==> src/rtl/seg_scan_ctrl.sv <==
// Four-digit seven-segment scan controller: cycles one digit per SCAN_DIV clocks,
// with a tear-free display register that only updates on frame boundaries.
module seg_scan_ctrl #(
    parameter int SCAN_DIV = 100000,
    parameter int DIV_W    = 17
) (
    input  logic        clk,
    input  logic        reset,
    input  logic        en,
    input  logic        wr_en,
    input  logic [15:0] wr_data,
    input  logic        blank_lz,
    output logic [3:0]  nibble,
    output logic [3:0]  an,
    output logic [1:0]  digit_idx,
    output logic        frame_tick
);

    localparam logic [DIV_W-1:0] DIV_LAST = DIV_W'(SCAN_DIV - 1);

    logic [DIV_W-1:0] div_cnt;
    logic [1:0]       idx;
    logic [15:0]      disp_reg;
    logic [15:0]      shadow;
    logic             pending;
    logic             step;
    logic             frame_end;
    logic [3:0]       blank;

    assign step      = en && (div_cnt == DIV_LAST);
    assign frame_end = step && (idx == 2'd3);

    // NOTE: state uses non-blocking assignments so every register samples pre-edge values.
    always_ff @(posedge clk) begin
        if (reset) begin
            div_cnt    <= '0;
            idx        <= 2'd0;
            disp_reg   <= 16'h0000;
            shadow     <= 16'h0000;
            pending    <= 1'b0;
            frame_tick <= 1'b0;
        end else begin
            frame_tick <= frame_end;

            if (en) begin
                if (step) begin
                    div_cnt <= '0;
                    idx     <= idx + 2'd1;
                end else begin
                    div_cnt <= div_cnt + DIV_W'(1);
                end
            end

            // A write landing on the boundary edge bypasses the shadow so it is not lost for a frame.
            if (frame_end && wr_en) begin
                disp_reg <= wr_data;
                shadow   <= wr_data;
                pending  <= 1'b0;
            end else if (frame_end && pending) begin
                disp_reg <= shadow;
                pending  <= 1'b0;
            end else if (wr_en) begin
                shadow  <= wr_data;
                pending <= 1'b1;
            end
        end
    end

    assign digit_idx = idx;

    always_comb begin
        blank = 4'b0000;
        if (blank_lz) begin
            blank[3] = (disp_reg[15:12] == 4'h0);
            blank[2] = blank[3] && (disp_reg[11:8] == 4'h0);
            blank[1] = blank[2] && (disp_reg[7:4] == 4'h0);
        end

        nibble = disp_reg[{idx, 2'b00} +: 4];
        an     = ~(4'b0001 << idx);
        if (!en || blank[idx]) begin
            an = 4'b1111;
        end
    end

endmodule

==> config.mk <==
export PLATFORM = sky130hd
export DESIGN_NAME = seg_scan_ctrl
export DESIGN_NICKNAME = d
export VERILOG_FILES = /design/src/rtl/seg_scan_ctrl.sv
export SDC_FILE = /design/constraint.sdc
export NUM_CORES = 1
export LEC_CHECK = 0
export ABC_AREA = 1
export CORE_ASPECT_RATIO = 0.9
export CORE_MARGIN = 1
export CORE_UTILIZATION = 35
export DETAILED_ROUTE_END_ITERATION = 16
export SLEW_MARGIN = 20
export SYNTH_ARGS = -nofsm -noshare
export SYNTH_HDL_FRONTEND = slang
export SYNTH_SLANG_ARGS = --single-unit
==> constraint.sdc <==
create_clock -name clk -period 1.6 [get_ports clk]
set_input_delay 0.16 -clock clk [delete_from_list [all_inputs] [get_ports clk]]
set_output_delay 0.16 -clock clk [all_outputs]
set_load 0.1 [all_outputs]
==> run metrics, run 1 <==
status=finished with violations; violated checks=setup timing; Simple-Gate Fraction of Synth Area=0.299; CTS H-tree lvls=2; setup slack after placement=-185 ps; CTS tree=built; worst hold path class=reg -> reg; final hold violations=0; RePlAce Congestion=0.778; Crit path largest cell delay=370 ps; RSZ-0062 raised after global routing=true; CP delay by family, top=buffers and inverters; Syn Std Cell Area=2620 sq um; Slew @ Worst Pin=493 ps; initial antenna violation count=0; MaxCap Viol Count=0; Clock transition at path regs=90 ps; first-pass GRT wire length=10.0 mm; largest net degree at the start of global routing=25; Commonest cells post-synth=nand2_1, inv_1, nor2_1; Synth Net Count=418; Post-Syn Area per Cell=6.69 sq um; Die Area=7840 sq um; fraction of layout cells with a size suffix above 1=0.235; XOR/XNOR share of the synthesized area=0.0100; Port Buffer Count=31; via count=2,421; Crit path arrival time=1540 ps; Worst Setup Start Kind=register; post-synthesis cell type count=34; Skew-Pair Late Insertion Delay=300 ps; Clock Skews=4.53 ps; DP HPWL=4.36 mm; placed insts=524; Slew Limit Fails=0; mux cell area share after synthesis=0.0115; critical path cell sequence=inv_4, nor2_1, inv_1, o21ai_2, a31oi_4, buf_12, nand2_8, buf_12; DRT Pass-1 Iters=4; DR iter-0 viols=101; CORE AREA=7150 sq um; clk root buf=clkbuf_8; final wirelength=5.75 mm; dominant cells by area after synthesis=dfxtp_1, nand2_1, inv_1; CP Buf/Inv Count=4; Core Util, Final=0.514; Post-Synthesis Cells=392; Die W=93.2 um; via-per-instance ratio=4.49; height of the die=84.1 um; Setup WS post-layout=-95.2 ps; EDFF count, synth=0; Worst path slowest cell=dfxtp_4; fin crit share=1.06; count leader, synth=nand2_1; area grow syn2layout=40.1%; max_slew headroom=0.668; maximum VDD drop=0.308 mV; f_max=590 MHz; Clock Path Buffers=2; Leak Pwr=0.00164 uW; Post-CTS Hold Buffers=0; max reg flops=17; Initial Utilization=0.367; Crit. End Element=output pin; yosys warns=0; number of global-route vias before repair=2,242; DRC=0; Final Cell Area=3670 sq um; area share of the largest cell type after synthesis=0.405; Tmin final=1700 ps; share of synthesized registers carrying an async set or reset=0; I/O pin count=32; antenna-violating nets left=0; WL/cell=10.7 um; number of diodes=0; DP Area=3380 sq um; Synth Area in Adders=0.0239; Synth Area in Compound Gates=0.128; clock sinks=53; leading area contributor after synthesis=dfxtp_1; aggregate global routing overflow=0; crit path max fanout=6; Crit Path Category=reg -> out; Power Dens Cells=632 nW/um^2; FP Rows=29; Yosys reg bits=53; Final #Nets=471; Most common cell on crit path=buf_12; final setup violation count=4; non-filler instance count after layout=539; total CTS buffers=5; largest family of logic cells by synthesized area=simple AND/OR/NAND/NOR gates; Worst Path Required=1440 ps; gr usage total=0.159; sequential area share after synthesis=0.405; top_reg_cell synth=dfxtp_1
## metal layers
metal,part of all wire,wire [um],global-route usage,vias up
li1,-,-,-,1310
met3,0.035,203,0.0255,4
met5,0,0,0,-
met1,0.54,3090,0.235,1067
met4,0.0082,47,0.0420,0
met2,0.42,2410,0.240,40
## where the power goes
group / internal [uW] / switching [uW] / total (uW)
Combinational: 111 / 131 / 242
Sequential: 1340 / 10.3 / 1350
Clock: 305 / 422 / 727
Total: 1760 / 564 / 2320
## per-stage QoR
stage          TNS, ps  power (uW)  hold slack [ps]
5_1_grt          -1060        2440              522
2_1_floorplan     -553        1510              229
4_1_cts           -390        2350              511
3_5_place_dp     -3240        1610              491
3_3_place_gp     -2040        1610              493
6_report          -375        2320              519
## tightest hold or removal path, cell delays in order, from the launching register on
cell and delay, ps:
dfxtp_1 320, mux2i_1 80, nor2_1 80
## path summary, 6_finish.rpt
check / from / to / slack [ps] / depth (start not counted)
max: digit_idx[0] / an[2] / -100 / 8
min: shadow[1] / shadow[1] / 520 / 2
max reg2reg: div_cnt[1] / disp_reg[10] / 30 / 10
min reg2reg: shadow[1] / shadow[1] / 520 / 2
## logic make-up after synthesis
kind of cell	count (synthesis)
multiplexers	3
buffers and inverters	81
XOR/XNOR	3
flip-flops	53
AO/OA/AOI/OAI	58
AND/OR/NAND/NOR	189
adder cells (fa/ha/maj)	5
## cell usage in the layout (no fill, tap or decap), drive strengths merged
cell type       n
buf            39
nor3b           1
clkinv          3
or2             2
nand2          97
clkdlybuf4s50  20
xnor2           1
mux2i           3
xor2            2
nand4           4
o21ai          28
a211oi          1
ha              5
inv            67
and3            1
clkbuf          6
nor3           11
a21oi          26
o21a            1
nor2           62
o211ai          1
dfxtp          53
nand3          11
a31oi           1
## timing repair
action / in CTS / in global routing
setup buffers: 5 / 0
setup endpoints to repair: 22 / 27
cloned: 2 / 0
gates resized for setup: 11 / 37
pin swaps: 7 / 14
## final cells by class
class	count	area, sq um
clock inverters	2	10.0
clock buffers	6	72.6
multi-input cells	258	1470
inverters	68	263
fillers	671	3470
repair buffers	59	673
flip-flops and latches	53	1070
well taps	93	116
No activity file was read; power rests on OpenSTA's default activity.
==> inputs of run 2 (changes only) <==
Clock period 1.6 ns to 1.9 ns, I/O delays scaled along.
==> run metrics, run 2 (synthesis results as in run 1) <==
fin crit share=0.943; FP Rows=29; Tmin final=1790 ps; most frequent standard cell in the layout excluding fill and tap cells=nand2_1; start point of the critical path=digit_idx[0]; RePlAce Congestion=0.772; Crit. End Element=output pin; CORE AREA=7150 sq um; Crit path depth=8; clk root buf=clkbuf_8; Crit path arrival time=1600 ps; Core Util, Final=0.479; Setup crit end=an[3]; multi-input logic area=1330 sq um; Crit Path Category=reg -> out; RSZ-0062 raised after global routing=true; via count=2,330; Port Buffer Count=31; CTS H-tree lvls=2; first-pass GRT wire length=9.65 mm; DR iter-0 viols=80; register-to-register setup slack=250 ps; Pwr Total=2160 uW; Die Area=7840 sq um; setup slack after placement=132 ps; Worst Path Required=1710 ps; r2r endpoint=disp_reg[15]; Setup WS post-layout=107 ps; CP Buf/Inv Count=4; R2R cell count=9; Power Dens Cells=632 nW/um^2; largest net degree at the start of global routing=30; antenna-violating nets left=0; worst hold path class=reg -> reg; Worst path slowest cell=dfxtp_4; clock sinks=53; CP delay by family, top=buffers and inverters; final hold violations=0; via-per-instance ratio=4.43; initial antenna violation count=0; WL/cell=10.8 um; Clock transition at path regs=100 ps; height of the die=84.1 um; DP HPWL=4.22 mm; max reg flops=17; commonest non-fill, non-tap cells in the layout=nand2_1, inv_1, nor2_1, dfxtp_1, o21ai_0; number of global-route vias before repair=2,120; crit path max fanout=7; status=complete, no violations; Initial Utilization=0.367; Die W=93.2 um; fraction of layout cells with a size suffix above 1=0.159; MaxCap Viol Count=0; DRC=0; maximum VDD drop=0.267 mV; aggregate global routing overflow=0; fillers=716; critical path cell sequence=inv_1, nor2_1, inv_1, o21ai_2, a31oi_4, buf_12, nand2_4, buf_12; Clock Path Buffers=2; area grow syn2layout=30.6%; Slew Limit Fails=0; CTS tree=built; Post-CTS Hold Buffers=0; I/O pin count=32; Skew-Pair Late Insertion Delay=300 ps; Seq. cell area=1070 sq um; final setup violation count=0; r2r startpoint=div_cnt[0]; total CTS buffers=5; Leak Pwr=0.00160 uW; Clock Skews=8.59 ps; max_slew headroom=0.768; Worst Setup Start Kind=register; Crit path largest cell delay=350 ps; final wirelength=5.69 mm; number of diodes=0; gr usage total=0.154; DRT Pass-1 Iters=4; Final #Nets=458; Slew @ Worst Pin=345 ps; f_max=558 MHz
run 2: changes by cell type in the layout (fill, tap and decap cells not counted), moves of 4 or more:
| cell | change |
|---|---|
| nand2_1 | +11 |
| nand2_8 | -4 |
| nand2_4 | +4 |
| nand2_2 | -11 |
| buf_4 | -6 |
run 2: timing repair:
action                                  4_1_cts  5_1_grt
buffers inserted                              0        3
pin swaps                                     1        1
resized for setup                             3        7
endpoints found under the setup margin        4        8
run 2: worst min-delay path by stage:
| stage | slack [ps] | startpoint | to | depth (start not counted) |
|---|---|---|---|---|
| 6_report | 510 | shadow[0] | shadow[0] | 2 |
| 2_1_floorplan | 260 | reset | digit_idx[1] | 1 |
| 4_1_cts | 520 | disp_reg[1] | disp_reg[1] | 4 |
| 5_1_grt | 550 | shadow[0] | shadow[0] | 2 |
| 3_5_place_dp | 500 | shadow[0] | shadow[0] | 2 |
| 3_3_place_gp | 480 | shadow[0] | shadow[0] | 2 |
run 2: power by group:
group / internal (uW) / switching (uW) / total [uW]
registers: 1130 / 8.17 / 1140
clock network: 471 / 367 / 838
logic: 84.7 / 101 / 186
run 2: final cells by class:
cell class / instances / area share
well taps: 93 / 0.0340
clock inverters: 2 / 0.0102
flip-flops and latches: 53 / 0.312
clock buffers: 6 / 0.0274
inverters: 68 / 0.0757
repair buffers: 46 / 0.152
multi-input cells: 258 / 0.389
run 2: layer usage:
metal	share of wire	wire length, um	global-route usage
met1	0.55	3100	0.230
met2	0.42	2370	0.220
met3	0.026	147	0.0291
met4	0.012	68	0.0545
met5	0	0	0
run 2: stage by stage:
step	instances	instance area (sq um)	setup TNS [ps]	hold slack, ps
6_report	526	3420	0	509
5_1_grt	526	3420	-19.1	549
4_1_cts	523	3370	0	516
3_5_place_dp	515	3230	0	497
3_3_place_gp	515	3230	0	478
2_1_floorplan	392	2700	0	259
run 2: worst reg2reg max path, stage by stage (launching register included):
cell	delay [ps]
dfxtp_1	380
ha_1	220
nand2_1	70
inv_1	50
nand2_1	70
nor3_2	190
nand4_1	160
buf_12	210
a21oi_1	140
nor2_1	50
==> inputs of run 3 (changes only) <==
Settings changed: SKIP_LAST_GASP set to 1.
==> run metrics, run 3 (synthesis results as in run 1) <==
initial antenna violation count=0; CTS tree=built; aggregate global routing overflow=0; CORE AREA=7150 sq um; register-to-register setup slack=250 ps; DRC=0; number of global-route vias before repair=2,120; setup TNS=0 ps; via count=2,337; RSZ-0062 raised after global routing=true; wire length on met2=2.39 mm; clock sinks=53; r2r endpoint=disp_reg[15]; commonest non-fill, non-tap cells in the layout=nand2_1, inv_1, nor2_1, dfxtp_1, o21ai_0; R2R cell count=9; Tmin final=1820 ps; max reg flops=17; DR WL met3=172 um; antenna-violating nets left=0; CTS H-tree lvls=2; first-pass GRT wire length=9.65 mm; uppermost layer routed=met4; Power Dens Cells=632 nW/um^2; DP HPWL=4.22 mm; status=complete, no violations; start point of the critical path=digit_idx[1]; number of diodes=0; total CTS buffers=5; worst hold path class=reg -> reg; f_max=549 MHz; via-per-instance ratio=4.44; Crit path largest cell delay=410 ps; RePlAce Congestion=0.772; Die Area=7840 sq um; Leak Pwr=0.00160 uW; Final #Nets=458; FP Rows=29; Initial Utilization=0.367; Worst path slowest cell=dfxtp_4; I/O pin count=32; largest net degree at the start of global routing=30; Most common cell on crit path=buf_12; Crit. End Element=output pin; r2r startpoint=div_cnt[0]; final wirelength=5.68 mm; non-filler instance count after layout=526; height of the die=84.1 um; Setup crit end=an[3]; Crit path arrival time=1630 ps; Slew Limit Fails=0; final setup violation count=0; WL met1=3.08 mm; Worst Setup Start Kind=register; fin crit share=0.958; Worst Path Required=1710 ps; crit path max fanout=7; Slew @ Worst Pin=345 ps; final hold violations=0; Clock Path Buffers=2; maximum VDD drop=0.267 mV; DRT Pass-1 Iters=4; fraction of layout cells with a size suffix above 1=0.157; critical path cell sequence=clkinvlp_4, o21ai_1, a31oi_4, buf_12, nand2_4, buf_12; Clock transition at path regs=100 ps; Die W=93.2 um; area grow syn2layout=30.5%; clk root buf=clkbuf_8; MaxCap Viol Count=0; WL/cell=10.8 um; Skew-Pair Late Insertion Delay=300 ps; DR iter-0 viols=77; Crit Path Category=reg -> out; most frequent standard cell in the layout excluding fill and tap cells=nand2_1; gr usage total=0.154; max_slew headroom=0.768; Clock Skews=8.02 ps; placed insts=515; Port Buffer Count=31
==> run 3: cell counts in the layout (fill, tap and decap cells not counted) <==
No cell type changed its count.
==> run 3: layout make-up <==
cell class	count	area [sq um]
Inverter	68	259
Clock buffer	6	93.8
Fill cell	714	3730
Timing Repair Buffer	46	520
Clock inverter	2	35.0
Sequential cell	53	1070
Multi-Input combinational cell	258	1330
Tap cell	93	116
==> run 3: worst min-delay path by stage <==
stage	cells after the start	end	start
final	2	shadow[0]	shadow[0]
after detailed placement	2	shadow[0]	shadow[0]
after global placement	2	shadow[0]	shadow[0]
after CTS	4	disp_reg[1]	disp_reg[1]
after global routing	2	shadow[0]	shadow[0]
after floorplan	1	digit_idx[1]	reset
==> run 3: timing repair <==
action	CTS	global route
pin swaps	1	1
setup buffers	0	3
hold buffers	0	0
setup endpoints to repair	4	8
resized for setup	3	5
gates cloned	0	0
==> run 3: routing by layer <==
layer | GRT usage | vias to the layer above
met2 | 0.220 | 35
met5 | 0 | -
li1 | - | 1283
met4 | 0.0545 | 0
met3 | 0.0291 | 2
met1 | 0.230 | 1017
==> run 3: where the power goes <==
part / total (uW) / switching (uW) / leakage [uW] / internal, uW
Sequential: 1140 / 8.18 / 0.000432 / 1130
Clock: 835 / 364 / 0.0000663 / 471
Combinational: 186 / 101 / 0.00110 / 84.7
Total: 2160 / 474 / 0.00160 / 1690
==> run 3: metrics by stage <==
| step | power, uW | setup WS (ps) | util | instance area [sq um] | hold slack, ps |
|---|---|---|---|---|---|
| floorplan | 1270 | 79.0 | - | 2700 | 259 |
| global placement | 1340 | 166 | 0.452 | 3230 | 478 |
| detailed placement | 1350 | 132 | 0.452 | 3230 | 497 |
| CTS | 2190 | 22.6 | 0.471 | 3370 | 516 |
| global route | 2260 | -25.3 | 0.478 | 3420 | 549 |
| finish | 2160 | 79.6 | 0.478 | 3420 | 509 |
==> run 3: worst max-delay path, delay by kind of cell, from the launching register on <==
kind / cells / cell delay [ps]
DFF: 1 / 410
and+or+nand+nor: 1 / 60
buffers and inverters: 3 / 490
AOI/OAI and AO/OA: 2 / 380
